<file path="src/rtl/synchronous_fifo_ext.sv">
// Single-clock FIFO with occupancy/threshold flags, sticky overflow/underflow
// errors and a selectable registered or first-word-fall-through read port.
module synchronous_fifo_ext #(
   parameter int DATA_WIDTH = 8,
   parameter int DEPTH      = 8,
   parameter int AF_THRESH  = DEPTH - 2,
   parameter int AE_THRESH  = 2,
   parameter int FWFT       = 0
) (
   input  logic                       clk,
   input  logic                       rst,
   input  logic                       w_en,
   input  logic                       r_en,
   input  logic [DATA_WIDTH-1:0]      data_in,
   output logic [DATA_WIDTH-1:0]      data_out,
   output logic                       full,
   output logic                       empty,
   output logic                       almost_full,
   output logic                       almost_empty,
   output logic [$clog2(DEPTH):0]     count,
   output logic                       overflow,
   output logic                       underflow,
   input  logic                       clr_err
);

   localparam int AW = $clog2(DEPTH);
   localparam int CW = AW + 1;

   logic [DATA_WIDTH-1:0] mem [DEPTH];
   logic [AW-1:0]         wr_ptr, rd_ptr;
   logic [CW-1:0]         count_q, count_d;
   logic [DATA_WIDTH-1:0] dout_q;
   logic                  wr_acc, rd_acc;

   // A write into a full FIFO is still accepted when a read frees a slot the same cycle.
   assign rd_acc = r_en & ~empty;
   assign wr_acc = w_en & (~full | rd_acc);

   assign full         = (count_q == CW'(DEPTH));
   assign empty        = (count_q == '0);
   assign almost_full  = (count_q >= CW'(AF_THRESH));
   assign almost_empty = (count_q <= CW'(AE_THRESH));
   assign count        = count_q;

   // NOTE: every signal written in always_comb gets a default first, so no latch is inferred.
   always_comb begin
      count_d = count_q;
      case ({wr_acc, rd_acc})
         2'b10:   count_d = count_q + CW'(1);
         2'b01:   count_d = count_q - CW'(1);
         default: count_d = count_q;
      endcase
   end

   // NOTE: sequential state uses non-blocking assignments so all registers update from pre-edge values.
   always_ff @(posedge clk or posedge rst) begin
      if (rst) begin
         wr_ptr    <= '0;
         rd_ptr    <= '0;
         count_q   <= '0;
         dout_q    <= '0;
         overflow  <= 1'b0;
         underflow <= 1'b0;
      end else begin
         count_q <= count_d;
         if (wr_acc) wr_ptr <= wr_ptr + AW'(1);
         if (rd_acc) begin
            rd_ptr <= rd_ptr + AW'(1);
            dout_q <= mem[rd_ptr];
         end
         // A set condition coinciding with clr_err keeps the flag high.
         overflow  <= (w_en & full & ~rd_acc) | (overflow & ~clr_err);
         underflow <= (r_en & empty) | (underflow & ~clr_err);
      end
   end

   // NOTE: the storage array has no reset; stale words are unreachable once the pointers clear.
   always_ff @(posedge clk) begin
      if (wr_acc) mem[wr_ptr] <= data_in;
   end

   // In FWFT mode the head word is shown directly; when empty, the last popped word is held.
   assign data_out = (FWFT != 0 && !empty) ? mem[rd_ptr] : dout_q;

endmodule

</file>
<file path="config.mk">
export PLATFORM = sky130hd
export DESIGN_NAME = synchronous_fifo_ext
export DESIGN_NICKNAME = d
export VERILOG_FILES = /design/src/rtl/synchronous_fifo_ext.sv
export SDC_FILE = /design/constraint.sdc
export NUM_CORES = 1
export LEC_CHECK = 0
export BUFFER_PORTS_ARGS = -buffer_cell sky130_fd_sc_hd__buf_2
export CELL_PAD_IN_SITES_DETAIL_PLACEMENT = 1
export CELL_PAD_IN_SITES_GLOBAL_PLACEMENT = 1
export CORE_AREA = 2 2 91 93
export CTS_BUF_LIST = sky130_fd_sc_hd__clkbuf_2
export DETAILED_ROUTE_END_ITERATION = 6
export DIE_AREA = 0 0 93 95
export PLACE_DENSITY_LB_ADDON = 0.1
export SETUP_SLACK_MARGIN = 0.02
export SKIP_CTS_REPAIR_TIMING = 1
export SYNTH_ARGS = -nofsm -noshare
export SYNTH_HDL_FRONTEND = slang
export SYNTH_SLANG_ARGS = --single-unit
export TNS_END_PERCENT = 50
</file>
<file path="constraint.sdc">
create_clock -name clk -period 3.16 [get_ports clk]
set_input_delay 0.632 -clock clk [delete_from_list [all_inputs] [get_ports clk]]
set_output_delay 0.632 -clock clk [all_outputs]
set_load 0.01 [all_outputs]
</file>
# Yosys cells after proc, flatten, opt, wreduce, memory -nomap -nowiden
# Memory sizes are Yosys's and may differ from the RTL's. A register that Yosys moved wholly into a read port is not among the register bits.
# Cells that the tools add are included.
# W data, S select, Z words.
# word_totals
reg_bits	12
mem_bits_rw	64
inputBits	13
output_inout_bits	18
elab_cells	34
mem_count	1
# memory_table
memory	depth	word_bits	read_ports	rd_ports_with_merged_regs	wr	line_no	text
mem	8	8	1	1	1	29	logic [DATA_WIDTH-1:0] mem [DEPTH];
# classes
addsub	4
n_lt_le_gt_ge	2
n_eq_ne	3
muxes	3
n_bitwise	14
reduce_logical	2
# op_table
op	count
$pmux W4 S2	1
$and A1 B1 Y1	7
$add A3 B1 Y3 const B	2
$add A4 B1 Y4 const B	1
$eq A4 B4 Y1 const B	1
$ge A4 B3 Y1 const B	1
$le A4 B2 Y1 const B	1
$logic_not A4 Y1	1
$not A1 Y1	4
$sub A4 B1 Y4 const B	1
$or A1 B1 Y1	3
$eq A2 B1 Y1 const B	1
$eq A2 B2 Y1 const B	1
$mux W1	2
$reduce_bool A2 Y1	1

# Depth between registers and ports, before layout
# logic_depth
word_depth	7
mapped_depth	12
mapped_depth_nobuf	10

# Least setup slack after synthesis
# OpenSTA, ideal clock, no wires.
# synth_path
path_type	reg2reg
startpoint	register count_q[1] (netlist: count[1])
endpoint	register count_q[2] (netlist: count[2])
setup_time_ns	0.133
arrival_ns	2.327
required_time_ns	3.027
slack_ns	0.700
path_stages_with_launch	13
n_path_buf	2
synth_period_minus_slack_ns	2.460
cell_sequence	dfrtp_1 > buf_6 > nor4_2 > nand2b_1 > buf_4 > inv_2 > ha_1 > xor2_1 > ha_1 > a21oi_1 > xor2_1 > nor2_1 > xor2_1
# synth_between
elab_chain_len	7
elab_cells_between_ends	13
classes_between	2 x add/sub; 3 x eq/ne; 1 x mux; 5 x bitwise; 2 x reduce/logical
# synth_lines
item	line_no	text
from (decl)	31	logic [CW-1:0] count_q, count_d;
from (signal assigned)	65	count_q <= count_d;
$logic_not A4 Y1 *	40	assign empty = (count_q == '0);
via empty	17	output logic empty,
$not A1 Y1 *	36	assign rd_acc = r_en & ~empty;
$and A1 B1 Y1 *	36	
via rd_acc	33	logic wr_acc, rd_acc;
$or A1 B1 Y1	37	assign wr_acc = w_en & (~full | rd_acc);
$and A1 B1 Y1	37	
$eq A2 B1 Y1 / $eq A2 B2 Y1 (equally long branches)	48	case ({wr_acc, rd_acc})
$pmux W4 S2 / $reduce_bool A2 Y1 (equally long branches)	--	
# The timed path passes the listed nets; every way through them passes the cells marked *.
# A chain may end at the register's enable or synchronous reset.

# Worst setup path in the final report
# layout_path
startpoint	register count_q[1] (netlist: count[1])
endpoint	register count_q[2] (netlist: count[2])
# layout_between
elab_chain_len	7
elab_cells_between_ends	13
classes_between	2 x add/sub; 3 x eq/ne; 1 x mux; 5 x bitwise; 2 x reduce/logical
# layout_lines
item	line_no
$logic_not A4 Y1	40
$not A1 Y1	36
$and A1 B1 Y1	36
$or A1 B1 Y1	37
$and A1 B1 Y1	37
$eq A2 B1 Y1 / $eq A2 B2 Y1 (equally long branches)	48
$pmux W4 S2 / $reduce_bool A2 Y1 (equally long branches)	--
# Parallel ways exist; a longest one is shown, timed or not.

==> results.env <==
DIE_W_UM=93
GRT_SETUP_UNREPAIRED='false'
PLACEMENT.IO_BUFFERS=30
POSTSYNTH.ASYNCRESETSHARE_PCT=23.8
AREA_GROWTH_SYN_TO_LAYOUT_PCT=13.3
CTS_MADE_BUFFERS=9
HOLD_SLACK_PS=236
RUN_STATUS='finished, final reports clean'
YS_SEQ_AREA_SHARE_PCT=70.0
POST_ROUTE_DRC_VIOLATION_COUNT=0
POWER_mW=3.53
TIMING_WORST_SLEW_PIN_VALUE_PS=918
FINALWORSTPATHREQUIREDPERIOD_PS=2570
CRITICAL_PATH_ARRIVAL_PS=2970
PLACEDCELLCOUNT=357
WORST_SKEW_PAIR.LATE_LATENCY_PS=500
VIA_COUNT_OF_THE_FIRST_GLOBAL_ROUTING_PASS=1998
SETUP_SLACK_PS=589
SETUP_TNS_PS=0
SETUP_VIOL=0
VIAS=1908
DRIVE_ABOVE_1_SHARE_PCT=31.0
GPL.FINAL_WEIGHTED_CONGESTION=0.733
ANTENNA_FOUND_INITIAL=0
MAX_VDD_DROP_uV=336
NUM-NETS-FINAL=281
CTS_HTREE_LEVELS=3
FIN_CELLS=373
POWER.SWITCHING_mW=1.19
CLOCK_TREE_FROM_TRITONCTS='yes'
POWER.STATIC_LEAKAGE_nW=1.52
FINALCLOCKSKEW_PS=19.4
NET_SWITCHING_FRACTION_OF_THE_POWER_PCT=33.8
DRT_FIRST_PASS_ITERS=4
SHARE_CLK_OF_TOTAL_POWER_PCT=20.2
CTS_SINKS=84
GRT_FIRST_PASS_WIRELENGTH_MM=10.9
SYNTH.NET_COUNT=237
LARGEST_DRIVER_FANOUT_ON_THE_CRITICAL_PATH=10
MAX_SLEW_MARGIN_PCT=38.2
SYNTH_CELLS=219
MEAN_AREA_PER_SYNTHESIZED_CELL_UM2=15.8
DRT-TOTAL-WL_MM=6.81
CRIT_SLOWEST_CELL='sky130_fd_sc_hd__or4b_4'
CRIT_REQUIRED_PS=3560
POWER.DENSITY_CELL_AREA_mW_PER_MM2=900
DIE_AREA_MM2=0.00884
SYNTHFLOPTYPE='sky130_fd_sc_hd__edfxtp_1'
SLACK_OF_THE_WORST_REG_TO_REG_PATH_PS=590
GRT_START_MAX_NET_PINS=21
MAX_STAGE_DELAY_PS=580
STARTING_UTILIZATION_OF_THE_CORE_AREA_PCT=43.7
DP_WORST_SETUP_SLACK_PS=612
POST-SYNTH-TOP-AREA-CELL='sky130_fd_sc_hd__edfxtp_1'
ROWS=33
CRIT-REG2REG-CAPTURE='count[2]'
TIMING_WORST_SETUP_PATH_TYPE='reg2reg'
CLOCK_ROOT_BUFFER='sky130_fd_sc_hd__clkbuf_2'
GRT-OVFL-TOTAL=0
GRT_USAGE_PCT=17.0
FLOORPLAN.DIE.HEIGHT_UM=95
CRITPATHCAPTURE='count[2]'
CLK_PATH_BUF_DEPTH=2
CELL_INTERNAL_PWR_mW=2.34
CAP_VIOL_MAX_COUNT=0
WORSTREG2REGSTART='count[1]'
COMBPWRFRAC_PCT=32.8
ANTENNADIODECOUNT=0
DRT-WIRELENGTH-PER-CELL_UM=18.2
CRITICAL_PATH.ENDPOINT_TYPE='register'
CP-STARTPOINT='count[1]'
DESIGN.CORE.AREA_MM2=0.00793
HOLD_VIOL_FINAL=0
SEQUENTIALPOWERSHARE_PCT=47.0
CRITPATHMOSTFREQUENTCELL='sky130_fd_sc_hd__xor2_1'
SYNTH_TOP_CELLS_BY_AREA='sky130_fd_sc_hd__edfxtp_1 (56%), sky130_fd_sc_hd__dfrtp_1 (14%), sky130_fd_sc_hd__mux2_2 (5.5%)'
HOLDCRITPATHCLASS='in2async'
ROUTED_VIA_DENSITY=5.12
SYNTH_EDF_COUNT=64
MIN_PERIOD_OVER_PERIOD_PCT=81.4
CLKSLEWWORSTSETUPHOLDPATHS_PS=230
CRITICAL_PATH.CELL_CHAIN='or4b_4, o21a_4, inv_6, ha_1, xor2_1, ha_1, a21oi_1, xor2_1, nor2_1, xor2_1'
YS_FF_LATCH=84
TIMING.CRITICAL_PATH.FROM_TYPE='register'
SLEW_VIOLATIONS=0
DETAIL_ROUTE.ITER0.VIOLATIONS=61
SYNTHDISTINCTLIBCELLS=33
SYNTH.YOSYS.WARNINGS=0
DRTANTENNAVIOLNETS=0
SYNTH.TOP_CELL.AREA_SHARE_PCT=55.5
CLOCK.FMAX_MHz=389
REG2REGPATHDEPTH=10
IOS=31
DETAILED_PLACER_S_ENDING_HPWL_MM=4.48
SYN_AREA_MM2=0.00346
## flip-flops by register name (all words and copies together), names as in the netlist
register   flops
data_out       8
underflow      1
count          4
mem           64
overflow       1
rd_ptr         3
wr_ptr         3
## power by group through the flow
| stage | logic (mW) | registers [mW] | clock network, mW |
|---|---|---|---|
| 2_1_floorplan | 0.837 | 1.63 | 0 |
| 3_3_place_gp | 1.16 | 1.67 | 0 |
| 3_5_place_dp | 1.17 | 1.69 | 0 |
| 4_1_cts | 1.18 | 1.66 | 0.737 |
| 5_1_grt | 1.28 | 1.70 | 0.778 |
| 6_report | 1.16 | 1.66 | 0.713 |
## cell usage after synthesis, types with 2 or more instances
cell type and count:
sky130_fd_sc_hd__ha_1 5, sky130_fd_sc_hd__dfrtp_1 20, sky130_fd_sc_hd__nand2b_1 5, sky130_fd_sc_hd__edfxtp_1 64, sky130_fd_sc_hd__o21ai_0 2, sky130_fd_sc_hd__xor2_1 3
sky130_fd_sc_hd__xnor2_1 6, sky130_fd_sc_hd__buf_1 2, sky130_fd_sc_hd__nand2_2 2, sky130_fd_sc_hd__nor3_1 4, sky130_fd_sc_hd__inv_1 3, sky130_fd_sc_hd__buf_4 3
sky130_fd_sc_hd__nor2_1 7, sky130_fd_sc_hd__buf_6 4, sky130_fd_sc_hd__o21ai_1 8, sky130_fd_sc_hd__mux2i_1 16, sky130_fd_sc_hd__o22ai_1 8, sky130_fd_sc_hd__mux2_2 17
sky130_fd_sc_hd__a22o_1 2, sky130_fd_sc_hd__nand2_1 18, sky130_fd_sc_hd__a221o_1 8
## layout make-up
class                           instances  area [um^2]
Clock inverter                          5          108
Tap cell                              105          131
Fill cell                             819         4010
Multi-Input combinational cell        121          940
Inverter                                5         23.8
Timing Repair Buffer                   42          240
Clock buffer                           11         55.1
Sequential cell                        84         2420
## logic make-up (layout without fill, tap and decap cells)
logic type                 Yosys count  count (layout)  synth area share, %
AOI/OAI and AO/OA                   32              32                 6.76
buffers and inverters               14              63                 2.86
DFF                                 84              84                 70.0
muxes                               33              33                 10.2
xor gates and xnor gates             9               9                 2.28
and+or+nand+nor                     42              42                 6.15
adders and majority gates            5               5                 1.81
## critical path: cells and delay by family, from the launching register on
family                   cells  cell delay [ps]
AO/OA/AOI/OAI                2              380
XOR/XNOR                     3              390
adder cells (fa/ha/maj)      2              440
buffers and inverters        1               90
flip-flops                   1              540
AND/OR/NAND/NOR              2              640
## placed cells by master (no fill, tap or decap), types with 2 or more instances in the layout
cell type,Yosys,final
sky130_fd_sc_hd__o22ai_1,8,8
sky130_fd_sc_hd__xor2_1,3,3
sky130_fd_sc_hd__nand2_1,18,18
sky130_fd_sc_hd__nand2_2,2,2
sky130_fd_sc_hd__mux2i_1,16,16
sky130_fd_sc_hd__ha_1,5,5
sky130_fd_sc_hd__dfrtp_1,20,20
sky130_fd_sc_hd__nor3_1,4,4
sky130_fd_sc_hd__mux2_2,17,17
sky130_fd_sc_hd__nor2_1,7,7
sky130_fd_sc_hd__a221o_1,8,8
sky130_fd_sc_hd__clkbuf_2,0,11
sky130_fd_sc_hd__edfxtp_1,64,64
sky130_fd_sc_hd__inv_6,1,2
sky130_fd_sc_hd__inv_1,3,3
sky130_fd_sc_hd__buf_2,0,30
sky130_fd_sc_hd__xnor2_1,6,6
sky130_fd_sc_hd__nand2b_1,5,5
sky130_fd_sc_hd__bufinv_16,0,3
sky130_fd_sc_hd__o21ai_1,8,8
sky130_fd_sc_hd__a22o_1,2,2
sky130_fd_sc_hd__buf_4,3,12
sky130_fd_sc_hd__o21ai_0,2,2
## metrics by stage
stage	util, %	instance area, um^2
5_1_grt	49.4	3920
3_3_place_gp	47.4	3760
4_1_cts	49.4	3920
6_report	49.4	3920
2_1_floorplan	-	3460
3_5_place_dp	47.4	3760
## routing by layer
metal | vias to the layer above | track usage [%] | routed length (um)
li1 | 916 | - | -
met1 | 945 | 23.8 | 3240
met2 | 39 | 27.0 | 3200
met3 | 8 | 2.87 | 287
met4 | 0 | 6.25 | 75
met5 | - | 0 | 0
## worst min-delay path by stage
stage                 from     endpoint  slack (ps)  depth (start not counted)
6_report               rst  data_out[6]         240                          2
5_1_grt                rst  data_out[6]         240                          2
4_1_cts                rst  data_out[7]         230                          2
3_5_place_dp   data_out[2]  data_out[2]         470                          2
3_3_place_gp   data_out[4]  data_out[4]         460                          2
2_1_floorplan    rd_ptr[2]    rd_ptr[2]         510                          1
No activity file was read; power rests on OpenSTA's default activity.
